--- config.mk ---
export PLATFORM = sky130hd
export DESIGN_NAME = alu_exec_unit
export DESIGN_NICKNAME = d
export VERILOG_FILES = /design/src/rtl/alu_pkg.sv /design/src/rtl/alu_exec_unit_comb.sv /design/src/rtl/alu_exec_unit.sv
export SDC_FILE = /design/constraint.sdc
export NUM_CORES = 1
export LEC_CHECK = 0
export ABC_AREA = 1
export BUFFER_PORTS_ARGS = -buffer_cell sky130_fd_sc_hd__buf_2
export CAP_MARGIN = 20
export CORE_MARGIN = 2
export CORE_UTILIZATION = 55
export CTS_BUF_LIST = sky130_fd_sc_hd__clkbuf_8
export DETAILED_ROUTE_END_ITERATION = 12
export PLACE_DENSITY = 0.83
export SLEW_MARGIN = 10
export SYNTH_ARGS = -nofsm -noshare
export SYNTH_HDL_FRONTEND = slang
export SYNTH_SLANG_ARGS = --single-unit
--- constraint.sdc ---
create_clock -name clk -period 2.9 [get_ports clk]
set_input_delay 0.145 -clock clk [delete_from_list [all_inputs] [get_ports clk]]
set_output_delay 0.145 -clock clk [all_outputs]
set_load 0.1 [all_outputs]
--- src/rtl/alu_pkg.sv ---
// Shared ALU definitions: operation codes used by both the ALU decoder and
// the execute unit, the execute FSM state type, and a shift-op classifier.
package alu_pkg;

    typedef enum logic [3:0] {
        ALU_AND  = 4'b0000,
        ALU_OR   = 4'b0001,
        ALU_ADD  = 4'b0010,
        ALU_SUB  = 4'b0110,
        ALU_SLT  = 4'b0111,
        ALU_SLLV = 4'b1000,
        ALU_SRL  = 4'b1100,
        ALU_SRA  = 4'b1101
    } alu_op_t;

    typedef enum logic [1:0] {
        IDLE,
        SHIFT,
        DONE
    } state_t;

    // True for the iterative (one bit per cycle) shift operations.
    function automatic logic is_shift(input alu_op_t op);
        return (op == ALU_SRL) || (op == ALU_SRA) || (op == ALU_SLLV);
    endfunction

endpackage

--- src/rtl/alu_exec_unit_comb.sv ---
// Purely combinational single-cycle ALU operations plus the illegal-code flag.
// Shift codes are legal but handled by the iterative path in the top, so they
// produce zero here.
module alu_comb
    import alu_pkg::*;
#(
    parameter int WIDTH = 32
) (
    input  logic [3:0]       op,
    input  logic [WIDTH-1:0] a,
    input  logic [WIDTH-1:0] b,
    output logic [WIDTH-1:0] y,
    output logic             illegal
);

    // Select the single-cycle result; anything undefined yields zero and flags illegal.
    always_comb begin
        y       = '0;
        illegal = 1'b0;
        case (op)
            ALU_ADD:  y = a + b;
            ALU_SUB:  y = a - b;
            ALU_AND:  y = a & b;
            ALU_OR:   y = a | b;
            ALU_SLT:  y = {{(WIDTH-1){1'b0}}, ($signed(a) < $signed(b))};
            ALU_SRL,
            ALU_SRA,
            ALU_SLLV: y = '0;
            default:  illegal = 1'b1;
        endcase
    end

endmodule

--- src/rtl/alu_exec_unit.sv ---
// Execute-stage ALU with valid/ready handshakes. Single-cycle ops register
// their result one cycle after acceptance; shifts iterate one bit per cycle
// while busy asks the hazard unit to stall.
module alu_exec_unit
    import alu_pkg::*;
#(
    parameter int WIDTH = 32,
    parameter int SHW   = 5
) (
    input  logic             clk,
    input  logic             reset,
    input  logic             in_valid,
    output logic             in_ready,
    input  logic [3:0]       alucontrol,
    input  logic [WIDTH-1:0] srca,
    input  logic [WIDTH-1:0] srcb,
    input  logic [SHW-1:0]   shamt,
    output logic             out_valid,
    input  logic             out_ready,
    output logic [WIDTH-1:0] result,
    output logic             zero,
    output logic             illegal,
    output logic             busy
);

    state_t           state;
    logic             started;
    logic [WIDTH-1:0] shreg;
    logic [SHW-1:0]   cnt;
    logic [3:0]       op_q;
    logic [WIDTH-1:0] shift_next;
    logic [WIDTH-1:0] comb_y;
    logic             comb_illegal;
    logic             accept;
    logic [SHW-1:0]   amount;

    alu_comb #(.WIDTH(WIDTH)) u_comb (
        .op      (alucontrol),
        .a       (srca),
        .b       (srcb),
        .y       (comb_y),
        .illegal (comb_illegal)
    );

    // A result leaving DONE frees the unit in the same cycle, allowing back-to-back issue.
    assign in_ready = started && ((state == IDLE) || ((state == DONE) && out_ready));
    assign accept   = in_valid && in_ready;
    assign amount   = (alucontrol == ALU_SLLV) ? srca[SHW-1:0] : shamt;

    // One-bit step of the latched shift; sra replicates the sign bit.
    always_comb begin
        shift_next = shreg;
        case (op_q)
            ALU_SRL:  shift_next = {1'b0, shreg[WIDTH-1:1]};
            ALU_SRA:  shift_next = {shreg[WIDTH-1], shreg[WIDTH-1:1]};
            ALU_SLLV: shift_next = {shreg[WIDTH-2:0], 1'b0};
            default:  shift_next = shreg;
        endcase
    end

    // Holds in_ready low until the first clock edge after reset is released.
    always_ff @(posedge clk or posedge reset) begin
        if (reset) begin
            started <= 1'b0;
        end else begin
            started <= 1'b1;
        end
    end

    // Execute FSM: accept, iterate shifts, and hold the result until taken downstream.
    always_ff @(posedge clk or posedge reset) begin
        if (reset) begin
            state     <= IDLE;
            result    <= '0;
            zero      <= 1'b0;
            illegal   <= 1'b0;
            out_valid <= 1'b0;
            busy      <= 1'b0;
            cnt       <= '0;
            shreg     <= '0;
            op_q      <= ALU_AND;
        end else begin
            case (state)
                IDLE, DONE: begin
                    if (accept) begin
                        if (is_shift(alu_op_t'(alucontrol))) begin
                            if (amount == '0) begin
                                result    <= srcb;
                                zero      <= (srcb == '0);
                                illegal   <= 1'b0;
                                out_valid <= 1'b1;
                                state     <= DONE;
                            end else begin
                                shreg     <= srcb;
                                cnt       <= amount;
                                op_q      <= alucontrol;
                                busy      <= 1'b1;
                                out_valid <= 1'b0;
                                state     <= SHIFT;
                            end
                        end else begin
                            result    <= comb_y;
                            zero      <= (comb_y == '0);
                            illegal   <= comb_illegal;
                            out_valid <= 1'b1;
                            state     <= DONE;
                        end
                    end else if ((state == DONE) && out_ready) begin
                        out_valid <= 1'b0;
                        state     <= IDLE;
                    end
                end
                SHIFT: begin
                    shreg <= shift_next;
                    cnt   <= cnt - SHW'(1);
                    if (cnt == SHW'(1)) begin
                        result    <= shift_next;
                        zero      <= (shift_next == '0);
                        illegal   <= 1'b0;
                        busy      <= 1'b0;
                        out_valid <= 1'b1;
                        state     <= DONE;
                    end
                end
                default: begin
                    state <= IDLE;
                end
            endcase
        end
    end

endmodule
# == Word-level counts from Yosys, hierarchy flattened ==
# Cells that the tools add are included.
# word_totals
memories,0
output_inout_bits,37
rom_bits,0
inputBits,77
reg_bits,80
mem_bits_rw,0
elab_cells,100
latchBits,0
# classes
n_addsub,3
n_eq_ne,19
reduce_logical,21
order_cmp,1
mul,0
n_shift,0
muxes,43
n_div,0
bitwise_logic,3
# op_table
operator,count
32-bit two-way mux,7
32-bit one-hot mux with 5 select lines,1
32-bit one-hot mux with 2 select lines,2
32-bit logical NOT,3
32-bit one-hot mux with 3 select lines,1
32-bit adder,1
32-bit bitwise AND,1
32-bit < comparator,1
32-bit OR,1
32-bit subtractor,1
"4-bit equality test, second input constant",6
5-bit two-way mux,4
1-bit two-way mux,17
4-bit AND reduction,3
2-bit two-way mux,5
5-bit one-hot mux with 2 select lines,1
"4-bit by 3-bit equality test with 1-bit output, second input constant",2
"2-bit != test, second input constant",4
1-bit one-hot mux with 2 select lines,4
8-bit OR reduction,1
"3-bit != test, second input constant",2
"5-bit by 1-bit equality test with 1-bit output, second input constant",1
5-bit logical NOT,1
5-bit AND reduction,1
15 further kinds,19

# == Depth between registers and ports, before layout ==
# logic_depth
depth_word,7
ltp_mapped,23
depth_no_buf,23

# == Modules after synthesis ==
# Synthesis repeated with hierarchy kept, for this count alone.
# unflattened
hier_cells,2017
area_unflattened_um2,11564.8
# by_module_without_submodules
mod,instances,area_each_um2,cells_each,seq_area_each_um2
alu_comb,1,6399.9,1277,0.0
alu_exec_unit,1,5165.0,740,2001.9

# == Worst setup path before layout ==
# Ideal clock, no wire load.
# synth_timing
kind,register to register
startpoint,reg state[0]
endpoint,reg shreg[10]
arrival_time_ps,3037
required_ps,2761
setup_time_ps,139
path_slack_ps,-276
path_stages_with_launch,10
path_cell_list,dfrtp_1 inv_1 nand2_1 a21oi_1 nand2_1 nor2_4 nor2_2 inv_1 buf_2 o221ai_1
# synth_via
elab_chain_cells,7
# synth_lines
item,line_no,rtl
"start, declared",alu_exec_unit.sv:26,state_t state;
"start signal, assigned",alu_exec_unit.sv:73,state <= IDLE;
"start signal, assigned",alu_exec_unit.sv:92,state <= DONE;
"start signal, assigned",alu_exec_unit.sv:99,state <= SHIFT;
2-bit equality test,alu_exec_unit.sv:46,assign in_ready = started && ((state == IDLE) || ((state == DONE) && out_ready));
1-bit logical AND,alu_exec_unit.sv:46,
1-bit logical OR *,alu_exec_unit.sv:46,
1-bit logical AND *,alu_exec_unit.sv:46,
via in_ready,alu_exec_unit.sv:13,"output logic in_ready,"
1-bit logical AND *,alu_exec_unit.sv:47,assign accept = in_valid && in_ready;
2-bit != test (no line) *,--,
4-bit AND reduction (no line) *,--,
"end signal, assigned",alu_exec_unit.sv:94,shreg <= srcb;
"end signal, assigned",alu_exec_unit.sv:114,shreg <= shift_next;
"end, declared",alu_exec_unit.sv:28,logic [WIDTH-1:0] shreg;
# Mark *: on every way through the listed nets, which the timed path passes. The rest lies on a longest branch.
# A chain may end at the register's enable or synchronous reset.

# == Final worst setup path ==
# layout_timing
startpoint,in srcb[14]
endpoint,reg zero
# layout_via
elab_chain_cells,6
# layout_lines
item,line_no,rtl
"start, declared",alu_exec_unit.sv:16,"input logic [WIDTH-1:0] srcb,"
32-bit subtractor (tied with other cells),alu_exec_unit_comb.sv:22,ALU_SUB: y = a - b;
32-bit one-hot mux with 5 select lines,alu_exec_unit_comb.sv:20,case (op)
32-bit logical NOT,alu_exec_unit.sv:103,zero <= (comb_y == '0);
1-bit two-way mux *,alu_exec_unit.sv:86,if (is_shift(alu_op_t'(alucontrol))) begin
1-bit two-way mux *,alu_exec_unit.sv:85,if (accept) begin
1-bit one-hot mux with 2 select lines *,alu_exec_unit.sv:83,case (state)
"end signal, assigned",alu_exec_unit.sv:89,zero <= (srcb == '0);
"end signal, assigned",alu_exec_unit.sv:103,
"end signal, assigned",alu_exec_unit.sv:118,zero <= (shift_next == '0);
"end, declared",alu_exec_unit.sv:21,"output logic zero,"
# Every way passes the cells marked *; elsewhere a longest branch is shown, timed or not. The select of a mux whose other input is x is not followed.

==> impl_results.md <==
* Status: finished, final reports clean
* Top achievable clock speed at 385 MHz
* 1st-iter DRT viols at 1,668
* Per-cell routed wire length at 18.7 um
* Number of nets in the layout at 2,259
* DRT Pass-1 Iters at 7
* Max cap viols at 0
* Die width at 146 um
* CP arrival at 2910 ps
* Clk slew on worst S/H paths at 90 ps
* Largest clock skew in the final design at 17.0 ps
* Mapped Area at 11,100 um^2
* Most used DFF post-synth: dfrtp_1
* Final core utilization at 0.650
* Post-layout min period at 2600 ps
* Clock tree from TritonCTS: yes
* Number of vias after detailed routing at 13,700
* Aggregate negative setup slack at 0 ps
* Cells after Synth at 1,890
* Cell with the most instances on the worst path: nand2_1
* CP max-delay cell: ha_1
* Sequential cell area fraction in the yosys report at 0.180
* DRC violations left at 0
* Insertion delay to the later sink of the worst-skew pair at 380 ps
* Kind of capture point of the worst setup path: register
* FF-to-FF path depth at 9
* Root Driver: clkbuf_8
* Share of the cycle needed by the critical path after routing at 0.895
* Max-slew violation total from the final report at 0
* Post-synth EDFFs at 0
* Layout filler cell count at 1,963
* Capture point of the worst reg-to-reg path: zero$_DFFE_PP0P_
* Die Span Y at 146 um
* Worst Setup Slack post-DPL at 12.8 ps
* Fraction of final layout cells with drive strength greater than 1 at 0.156
* Yosys reg bits at 80
* Maximum number of pins on one net before global-route repair at 49
* Final number of setup-violating endpoints at 0
* Crit Path Category: input port to register
* Critical Path Source Type: input port
* Synthesized area per cell at 5.88 um^2
* Area Overhead vs Synth at 15.0%
* Number of sinks driven by the clock tree at 80
* CP peak stage delay at 400 ps
* Hold Worst Slack at 136 ps
* Total inserted antenna cells at 0
* Yosys warning count at 0
* Total global routing overflow at 0
* Floorplan Core Area at 19,700 um^2
* Final Worst Setup Slack at 303 ps
* FF-to-FF Start: op_q[1]$_DFFE_PP0P_
* Number of primary I/O pins at 114
* Inserted Clock Buffers at 9
* Setup repair after global routing missed its margin: no
* Worst slew margin relative to its limit at 0.524
* Critical path peak fanout at 5
* Number of library cell types mapped by synthesis at 44
* Initial cell density of the core at 0.565
* Measured slew at the worst slew-check pin at 713 ps
* VDD IR-drop max at 0.944 mV
* Asr flop ratio synth at 1.00
* Worst-case register-to-register setup slack at 520 ps
* Cells traversed along the worst timing path: buf_2 -> inv_1 -> ha_1 -> buf_4 -> nand2_1 -> nand2_1 -> nand2_1 -> nand2_1 -> nand2_1 -> a21oi_1 -> nor2_1 -> nand2_1 -> nand2_1 -> nand3_1 -> nand3_1 -> nor2_1 -> nand2_1 -> nor2_1 -> nand3_1 -> nand2_1 -> nand2_1 -> a21oi_1
* Overall global routing resource usage at 0.402
* Clock buffer depth at 2
* Global-route wire length before repair at 68,500 um
* RD Place Congestion at 1.10
* Required @ worst endpoint at 3210 ps
* Total half-perimeter wirelength after legalization and detailed placement at 35,800 um
* Leakage power at 0.00726 uW
* Quantity of I/O buffers inserted on ports at 113
* PD cells at 665 nW/um^2
* Final hold viol count at 0
* Total die area at 21,300 um^2
* Vias per cell at 5.86
* Level count of the clock H-tree at 3
* Total wirelength of the detailed-routed design at 43,700 um
* Antenna violations before repair at 0
* Via count of the first global-routing pass at 13,000
* Post-DRT Antenna Nets at 0
* Floorplan row count at 51
* Type of the tightest min-delay check: input port to asynchronous set/reset pin
* Synthesized net count at 2,082
* Total power draw at 8500 uW
-- cell families (layout without fill, tap and decap cells) --
family,count (synthesis),count (layout),share of synthesized area
buf+inv,425,607,0.153
compound gates,252,252,0.146
simple gates,1017,1017,0.389
flops,80,80,0.180
other cells,1,1,0.000338
fa+ha+maj,115,115,0.131
-- worst max-delay path by stage --
stage                              start               endpoint  cells past startpoint
CTS                             srcb[14]       zero$_DFFE_PP0P_                     21
global placement                srcb[14]       zero$_DFFE_PP0P_                     21
detailed placement              srcb[14]       zero$_DFFE_PP0P_                     21
floorplan           state[0]$_DFFE_PP0P_  shreg[10]$_DFFE_PP0P_                      9
finish                          srcb[14]       zero$_DFFE_PP0P_                     22
global route                    srcb[26]       zero$_DFFE_PP0P_                     19
-- cell type report --
cell class                 instances  area (um^2)  share of cell area
multi-input combinational       1385         7420               0.580
timing repair buffer             227         1450               0.113
clock inverter                     6         72.6             0.00568
sequential                        80         2000               0.157
inverter                         364         1370               0.107
tap                              265          332              0.0259
clock buffer                      10          138              0.0108
-- registers in the layout, indices dropped and copies added (netlist names) --
signal / flops
state: 2
zero: 1
out_valid: 1
illegal: 1
result: 32
op_q: 4
cnt: 5
started: 1
shreg: 32
busy: 1
-- synthesized netlist by cell type (all sizes together), types with 22 or more instances --
cell | n | area (um^2)
clkbuf | 22 | 96.3
dfrtp | 80 | 2000
ha | 113 | 1410
a21oi | 61 | 317
nand3 | 146 | 771
nand2 | 581 | 2250
inv | 364 | 1370
o21ai | 52 | 260
buf | 39 | 235
nor2 | 233 | 937
o221ai | 56 | 490
a31oi | 30 | 188
o22ai | 27 | 169
-- placed cells by master, fill, tap and decap left out, types with 3 or more instances in the layout --
master	n
o221ai_1	56
nor2_1	212
o21ai_0	50
nor2_4	3
ha_1	113
nand2_2	26
nand3_2	8
nor3_2	3
nor4_1	7
and3_1	3
o22ai_1	27
nor3_1	10
buf_4	111
a31oi_1	30
nand2_1	555
inv_1	350
o21bai_1	12
o211ai_1	7
nand4_1	20
inv_2	13
nor2_2	18
nand3b_1	8
nand3_1	138
clkbuf_8	10
a21oi_2	4
dfrtp_1	80
or2_2	4
buf_2	113
a21oi_1	57
-- per-stage QoR --
stage | std cells | area [um^2]
2_1_floorplan | 1890 | 11100
3_3_place_gp | 2320 | 12600
3_5_place_dp | 2320 | 12600
4_1_cts | 2337 | 12800
5_1_grt | 2337 | 12800
6_report | 2337 | 12800
-- worst max-delay path, delay by kind of cell --
family | cells | cell delay (ps)
AOI/OAI and AO/OA | 2 | 420
adders and majority gates | 1 | 400
buffers and inverters | 3 | 420
and+or+nand+nor | 16 | 1510
-- power breakdown --
part	internal, uW	total [uW]	switching, uW
clock	434	919	485
sequential	1620	1970	345
combinational	1370	5610	4230
total	3430	8500	5060
-- layer usage --
metal	vias to the layer above	track usage	part of all wire	wire, um
met5	-	0	0	0
met3	162	0.0675	0.11	4690
met4	0	0.149	0.043	1860
li1	6353	-	-	-
met2	907	0.676	0.45	19800
met1	6265	0.518	0.40	17300
-- what timing repair did --
action / CTS / global route
endpoints found under the hold margin: 80 / 0
setup buffers: 0 / 0
hold buffers: 1 / 0
resized for setup: 0 / 0
Power figures use the tool's default switching activity.
